### src/rtl/pc_pkg.sv
// Shared defaults and next-PC source encoding for the program-counter unit.
package pc_pkg;

    localparam int unsigned XLEN_DEF       = 32;
    localparam int unsigned RAS_DEPTH_DEF  = 4;
    localparam int unsigned ILEN_BYTES_DEF = 4;
    localparam logic [31:0] RESET_VECTOR_DEF = 32'h0000_0000;
    localparam logic [31:0] TRAP_VECTOR_DEF  = 32'h0000_0100;

    typedef enum logic [1:0] {
        NPC_SEQ,
        NPC_BRANCH,
        NPC_JUMP,
        NPC_TRAP
    } npc_sel_t;

    // Fixed priority: trap > jump > branch > sequential.
    function automatic npc_sel_t npc_select(input logic trap,
                                            input logic jump_valid,
                                            input logic branch_taken);
        npc_sel_t sel;
        sel = NPC_SEQ;
        if (trap)
            sel = NPC_TRAP;
        else if (jump_valid)
            sel = NPC_JUMP;
        else if (branch_taken)
            sel = NPC_BRANCH;
        return sel;
    endfunction

endpackage

### src/rtl/ras_stack.sv
// Circular return-address stack: push, pop and in-place replace of the top entry.
module ras_stack #(
    parameter int unsigned XLEN      = 32,
    parameter int unsigned RAS_DEPTH = 4
) (
    input  logic                         clk,
    input  logic                         reset,
    input  logic                         push,
    input  logic                         pop,
    input  logic [XLEN-1:0]              push_data,
    output logic [XLEN-1:0]              top,
    output logic [$clog2(RAS_DEPTH):0]   count,
    output logic                         underflow_c
);

    localparam int unsigned PTR_W = $clog2(RAS_DEPTH);
    localparam int unsigned CNT_W = PTR_W + 1;

    logic [XLEN-1:0]  entries [RAS_DEPTH];
    logic [PTR_W-1:0] ptr;
    logic [PTR_W-1:0] top_idx;
    logic             empty;
    logic             full;

    // ptr addresses the next free slot; the top sits one below it.
    assign top_idx     = ptr - PTR_W'(1);
    assign empty       = (count == '0);
    assign full        = (count == CNT_W'(RAS_DEPTH));
    assign top         = empty ? '0 : entries[top_idx];
    assign underflow_c = pop && empty;

    // A push when full wraps ptr and overwrites the oldest entry.
    always_ff @(posedge clk or negedge reset) begin
        if (!reset) begin
            ptr   <= '0;
            count <= '0;
            for (int i = 0; i < int'(RAS_DEPTH); i++)
                entries[i] <= '0;
        end else if (push && (!pop || empty)) begin
            entries[ptr] <= push_data;
            ptr          <= ptr + PTR_W'(1);
            if (!full)
                count <= count + CNT_W'(1);
        end else if (push && pop) begin
            entries[top_idx] <= push_data;
        end else if (pop && !empty) begin
            ptr   <= top_idx;
            count <= count - CNT_W'(1);
        end
    end

endmodule

### src/rtl/pc_unit.sv
// Fetch PC register with prioritised next-PC mux and return-address stack.
// Optional target alignment check: define PC_UNIT_MISALIGN_CHECK_EN.
module pc_unit
    import pc_pkg::*;
#(
    parameter int unsigned      XLEN         = XLEN_DEF,
    parameter logic [XLEN-1:0]  RESET_VECTOR = XLEN'(RESET_VECTOR_DEF),
    parameter logic [XLEN-1:0]  TRAP_VECTOR  = XLEN'(TRAP_VECTOR_DEF),
    parameter int unsigned      RAS_DEPTH    = RAS_DEPTH_DEF,
    parameter int unsigned      ILEN_BYTES   = ILEN_BYTES_DEF
) (
    input  logic                        clk,
    input  logic                        reset,
    input  logic                        pc_write_en,
    input  logic                        branch_taken,
    input  logic [XLEN-1:0]             branch_target,
    input  logic                        jump_valid,
    input  logic [XLEN-1:0]             jump_target,
    input  logic                        is_call,
    input  logic                        is_ret,
    input  logic                        trap,
    output logic [XLEN-1:0]             pc,
    output logic [XLEN-1:0]             pc_plus4,
    output logic [XLEN-1:0]             ras_top,
    output logic [$clog2(RAS_DEPTH):0]  ras_count,
    output logic                        ras_mispredict,
    output logic                        ras_underflow,
    output logic                        misaligned
);

    npc_sel_t        npc_sel;
    logic [XLEN-1:0] npc_target;
    logic [XLEN-1:0] npc;
    logic            misalign_hit;
    logic            pc_update;
    logic            ras_en;
    logic            ras_push;
    logic            ras_pop;
    logic            ras_underflow_c;

    assign pc_plus4 = pc + XLEN'(ILEN_BYTES);

    // Next-PC selection, with optional redirect of misaligned targets to the trap vector.
    always_comb begin
        npc_target   = pc_plus4;
        misalign_hit = 1'b0;
        npc_sel      = npc_select(trap, jump_valid, branch_taken);
        case (npc_sel)
            NPC_TRAP:   npc_target = TRAP_VECTOR;
            NPC_JUMP:   npc_target = jump_target;
            NPC_BRANCH: npc_target = branch_target;
            default:    npc_target = pc_plus4;
        endcase
`ifdef PC_UNIT_MISALIGN_CHECK_EN
        misalign_hit = (npc_sel != NPC_TRAP) && (npc_target[1:0] != 2'b00);
`endif
        npc = misalign_hit ? TRAP_VECTOR : npc_target;
    end

    // Trap bypasses the stall; RAS only moves on an accepted, non-faulting jump.
    assign pc_update = pc_write_en || trap;
    assign ras_en    = jump_valid && !trap && pc_write_en && !misalign_hit;
    assign ras_push  = ras_en && is_call;
    assign ras_pop   = ras_en && is_ret;

    ras_stack #(
        .XLEN      (XLEN),
        .RAS_DEPTH (RAS_DEPTH)
    ) u_ras (
        .clk         (clk),
        .reset       (reset),
        .push        (ras_push),
        .pop         (ras_pop),
        .push_data   (pc_plus4),
        .top         (ras_top),
        .count       (ras_count),
        .underflow_c (ras_underflow_c)
    );

    always_ff @(posedge clk or negedge reset) begin
        if (!reset) begin
            pc             <= RESET_VECTOR;
            ras_mispredict <= 1'b0;
            ras_underflow  <= 1'b0;
            misaligned     <= 1'b0;
        end else begin
            if (pc_update)
                pc <= npc;
            ras_mispredict <= ras_pop && (ras_count != '0) && (ras_top != jump_target);
            ras_underflow  <= ras_underflow_c;
            misaligned     <= pc_update && misalign_hit;
        end
    end

endmodule
### config.mk
export PLATFORM = sky130hd
export DESIGN_NAME = pc_unit
export DESIGN_NICKNAME = d
export VERILOG_FILES = /design/src/rtl/pc_pkg.sv /design/src/rtl/ras_stack.sv /design/src/rtl/pc_unit.sv
export SDC_FILE = /design/constraint.sdc
export NUM_CORES = 1
export LEC_CHECK = 0
export BUFFER_PORTS_ARGS = -buffer_cell sky130_fd_sc_hd__buf_2
export CAP_MARGIN = 20
export CORE_ASPECT_RATIO = 0.7
export CORE_MARGIN = 2
export CORE_UTILIZATION = 55
export DETAILED_ROUTE_END_ITERATION = 16
export PLACE_DENSITY = 0.89
export SYNTH_ARGS = -nofsm -noshare
export SYNTH_HDL_FRONTEND = slang
export SYNTH_HIERARCHICAL = 1
export SYNTH_SLANG_ARGS = --single-unit
### constraint.sdc
create_clock -name clk -period 3.6 [get_ports clk]
set_clock_uncertainty 0.05 [all_clocks]
set_input_delay 0.18 -clock clk [delete_from_list [all_inputs] [get_ports clk]]
set_output_delay 0.18 -clock clk [all_outputs]
set_load 0.1 [all_outputs]
# Word-level counts from Yosys, hierarchy flattened
# Index checks and enable logic that the tools add are counted.
# totals
regBits,167
in_bits,72
output_inout_bits,102
wordCells,73
# classes
addsub,5
n_lt_le_gt_ge,4
n_eq_ne,7
n_mux,23
n_bitwise,2
n_reduce_logical,23
# ops
operator,n
$bwmux 128,2
$mux 128,2
$mux 32,5
$demux 32 s2,2
$pmux 32 s3,1
$bmux 32 s2,1
$add 32x3->32 const B,1
$ne 32x32->1,1
$logic_and 1x1->1,12
$mux 3,4
$mux 2,5
$ge 3x3->1 const B,2
$lt 3x1->1 const B,2
$not 2->3,2
$eq 2x2->1 const B,2
$reduce_bool 2->1,2
$add 3x1->3 const B,1
$eq 3x3->1 const B,1
$logic_not 1->1,3
$logic_not 3->1,1
$reduce_and 3->1,1
$reduce_bool 3->1,1
$sub 3x1->3 const B,1
$add 2x1->2 const B,1
other kinds (7),8

# Depth between registers and ports, before layout
# depth
word_depth,9
ltp_mapped,12
depth_no_buf,9

# Modules after synthesis
# Netlist, hierarchy kept.
# by_module_without_submodules
mod,n_inst,cells_per_inst,area_each_um2,seq_area_each_um2
ras_stack,1,407,6837.8,3328.2
pc_unit,1,357,2997.9,850.8

# Least setup slack after synthesis
# Ideal clock, no wire load.
# synth_timing
path_type,reg-to-reg
startpoint,reg pc[2]
endpoint,reg u_ras/entries[108] (netlist bit)
arrival_ps,4275
required_time_ps,3475
setup_slack_ps,-801
stages_incl_launch_ff,7
period_less_slack_ps,4401
path_cell_list,dfrtp_1 ha_1 nand3_1 nor3_1 nand3_1 xnor2_1 mux2_4
# synth_between
elab_chain_len,4
elab_cells_between_ends,5
classes_between,add/sub: 1; mux: 4
# synth_rtl
item,line,text
"start, declared",pc_unit.sv:22,"output logic [XLEN-1:0] pc,"
"start signal, assigned",pc_unit.sv:88,pc <= npc;
$add 32x3->32 *,pc_unit.sv:41,assign pc_plus4 = pc + XLEN'(ILEN_BYTES);
via pc_plus4[12],pc_unit.sv:23,"output logic [XLEN-1:0] pc_plus4,"
$bwmux 128,ras_stack.sv:45,entries[top_idx] <= push_data;
$mux 128,ras_stack.sv:44,end else if (push && pop) begin
$mux 128 *,ras_stack.sv:39,end else if (push && (!pop || empty)) begin
"end signal, assigned by index",ras_stack.sv:40,entries[ptr] <= push_data;
"end signal, assigned by index",ras_stack.sv:45,
"end, declared",ras_stack.sv:19,logic [XLEN-1:0] entries [RAS_DEPTH];
# Mark *: on every way through the listed nets, which the timed path passes. The rest lies on a longest branch. The select of a mux whose other input is x is not followed.
# A chain may end at the register's enable or synchronous reset.

# Worst setup path after layout
# layout_timing
startpoint,reg pc[8]
endpoint,out pc_plus4[21]
# layout_between
elab_chain_len,1
# layout_rtl
item,line
$add 32x3->32,pc_unit.sv:41
"end, declared",pc_unit.sv:23
# Every way passes these cells.

==> results.ini <==
[run_status]
result_of_the_run=completed

[floorplanning]
initial_utilization_pct=56.8
chipHeight_um=116
die_width_um=164
ios=174
core_area_um2=17300
floorplan.die_area_um2=19000
std_cell_rows=40

[route]
post_drt_wl_per_cell_um=26.6
first_pass_iters=5
ant_nets=0
route.final.wire_length_mm=31.0
detail_route.iter0.violations=1067
drcViolationCount=0
vias_per_cell=6.51
route.vias.total=7611

[power]
power.static_leakage_nw=6.12
vdd.ir_drop.worst_v=0.00100
p_per_area_nw_per_um2=877

[cells_and_area]
layout.cells.non_filler=1169
final_cell_area_um2=12500
most-common-layout-cells=dfrtp_1 (166), buf_2 (139), mux2_4 (120)
postLayoutCoreUtil_pct=72.0
area_delta_synth_final_pct=26.8
mostFrequentLayoutCell=dfrtp_1
final_nets=1004
area_occupied_by_multi_input_gates_um2=5720
final.fill_count=1083
seqCellArea_um2=4180
share_of_final_layout_standard_cells_stronger_than_drive_strength_1_pct=48.8

[worst_setup_path]
crit_path_cell_trace=and3_4 > nand4_4 > nor3_1 > nand2_1 > xnor2_2 > buf_2
crit_arrival_ps=3170
critical-path-slowest-cell=nor3_1
worst_r2r_path_depth=9
crit_path_max_incr_delay_ps=630
r2r-end=ras_mispredict$_DFF_PN0_
critPathMaxFanout=8
critPathCaptureType=output pin
cp_num_cells=6
cp_num_buf_inv=1
r2r-start=u_ras/ptr[0]$_DFFE_PN0P_
path_class=reg -> out
worstSetupEndpoint=pc_plus4[21]
critical_path_required_ps=3370
crit_start=pc[8]$_DFFE_PN0P_
crit_family=simple AND/OR/NAND/NOR gates
worst-r2r-setup-slack_ps=330
setup.worst_path.start_class=flop

[clock_tree]
clock_insertion_delay_worst_skew_ps=440
clock_sink_count=167
cts_tree=built
h-tree-depth=4
clkSlewWorstSetupHoldPaths_ps=70
numCtsBuffers=17
cts.root.buffer_cell=clkbuf_16
max-clock-path-buffers=2

[synth]
number_of_synthesized_register_bits=167
synth-warning-count=6
number_of_enable_type_register_cells_in_the_synthesized_netlist=0
netlist-cell-type-count=64
postSynth.topFlopCell=dfrtp_1
netlist_area_before_placement_um2=9840
synth.area.top_cells=dfrtp_1 (42%), mux2_4 (18%), mux4_2 (7.3%)
syn-instance-count=764
ys_seq_area_share_pct=42.5
synthDominantAreaCellType=dfrtp_1
synth_top_area_share_pct=42.5
synth.net_count=843
async_reset_ff_share_pct=100
syn_avg_cell_area_um2=12.9

[place]
placed_cell_area_um2=11800
number_of_cells_after_detailed_placement=1133
routabilityCongestion=0.921
buffer_ports.inserted=172
place.detailed.hpwl_mm=21.5
place_worst_setup_slack_ps=437

[timing]
holdWs_ps=19.9
maxSlewViolCount=0
final_min_period_over_clock_period_pct=94.5
final_critical_path_setup_slack_ps=197
grt_setup_unrepaired=no
max_clock_freq_mhz=294
hold_viol_final=0
finalSetupViolations=0
timing.slew.headroom_pct=23.9
worst_slew_pin_slew_ps=1140
period_minus_slack_ps=3400

[global_routing]
grt_pass1_vias=7652
globalRoute.busiestLayer=met2
met1_usage_pct=46.2
grt_util_met2_pct=49.7
grt_antenna_before_repair=0
global_routing_usage_summed_across_all_routing_layers_pct=33.7
grt_first_pass_wirelength_mm=47.0
gr-usage-met3_pct=10.6
grt_start_max_net_pins=97
grt-ovfl-total=0

[min_path]
worstHoldPathType=in -> reg

[flow_run]
timing.max_cap.violations=0

[cell families (layout without fill, tap and decap cells)]
group / Yosys count / after routing / share of synthesized area, %
xor+xnor: 63 / 63 / 5.61
flops: 167 / 167 / 42.5
buf+inv: 64 / 237 / 3.77
other cells: 1 / 2 / 0.0381
simple gates: 177 / 177 / 10.2
fa+ha+maj: 7 / 7 / 0.890
compound gates: 105 / 105 / 8.40
mux: 180 / 180 / 28.6
[sequential cells by signal, summed over array words and instances, names as in the netlist]
| name | count |
|---|---|
| pc | 32 |
| ras_mispredict | 1 |
| ras_underflow | 1 |
| u_ras/count | 3 |
| u_ras/entries | 128 |
| u_ras/ptr | 2 |
[per-stage QoR]
step                power [W]  TNS, ps
CTS                    0.0109        0
finish                 0.0109        0
global route           0.0112        0
detailed placement    0.00883        0
floorplan             0.00696    -1850
global placement      0.00869        0
[Yosys cell counts, types with 5 or more instances]
library cell / number
a221o_1: 11
mux4_2: 32
nor2b_1: 33
nor3_1: 8
buf_2: 11
buf_4: 5
xor2_1: 6
a21oi_1: 16
nand2b_1: 9
inv_1: 12
o311ai_0: 5
clkbuf_1: 23
and3_1: 7
mux2_4: 120
dfrtp_1: 167
a221oi_1: 5
mux2_2: 11
xnor2_1: 57
buf_6: 13
mux2i_1: 17
nand4_1: 14
nand2_1: 34
nor2_1: 31
a31oi_1: 5
nor4_1: 5
nand3_1: 12
ha_1: 7
o21ai_0: 22
[worst register-to-register path: cells and delay by family (launching register included)]
kind                     cells  cell delay (ps)
flip-flops                   1              630
AO/OA/AOI/OAI                1              110
buffers and inverters        2              400
XOR/XNOR                     1              440
multiplexers                 1              340
adder cells (fa/ha/maj)      1              380
AND/OR/NAND/NOR              3              750
[layer usage]
metal  wire length (um)  part of all wire [%]
met5                  0                     0
met4               1310                   4.2
met3               3650                    12
met2              13700                    44
met1              12400                    40
[cell type report]
type / count / share of cell area (%)
Inverter: 12 / 0.361
Antenna cell: 1 / 0.0201
Multi-Input combinational cell: 533 / 45.8
Clock buffer: 19 / 3.55
Clock inverter: 12 / 1.60
Sequential cell: 167 / 33.5
Tap cell: 231 / 2.32
Timing Repair Buffer: 194 / 12.8
[report_power, final]
group	total (W)	internal (W)	switching, W
sequential	0.00278	0.00235	0.000432
clock	0.00203	0.00125	0.000783
combinational	0.00613	0.00250	0.00363
total	0.0109	0.00609	0.00485
[how the worst min path moves through the flow]
| stage | start | endpoint | slack (ps) | cells after the start |
|---|---|---|---|---|
| 6_report | branch_target[23] | pc[23]$_DFFE_PN0P_ | 20 | 3 |
| 5_1_grt | branch_target[23] | pc[23]$_DFFE_PN0P_ | 60 | 3 |
| 4_1_cts | branch_target[23] | pc[23]$_DFFE_PN0P_ | 8 | 3 |
| 3_5_place_dp | reset | u_ras/entries[58]$_DFFE_PN0P_ | 200 | 1 |
| 3_3_place_gp | reset | u_ras/entries[26]$_DFFE_PN0P_ | 190 | 1 |
| 2_1_floorplan | reset | pc[0]$_DFFE_PN0P_ | -170 | 0 |
[timing repair]
action / CTS / global route
endpoints found under the hold margin: 74 / 0
hold buffers: 4 / 0
buffers inserted: 0 / 0
gates resized for setup: 0 / 0
(Power assumes the default switching activity.)
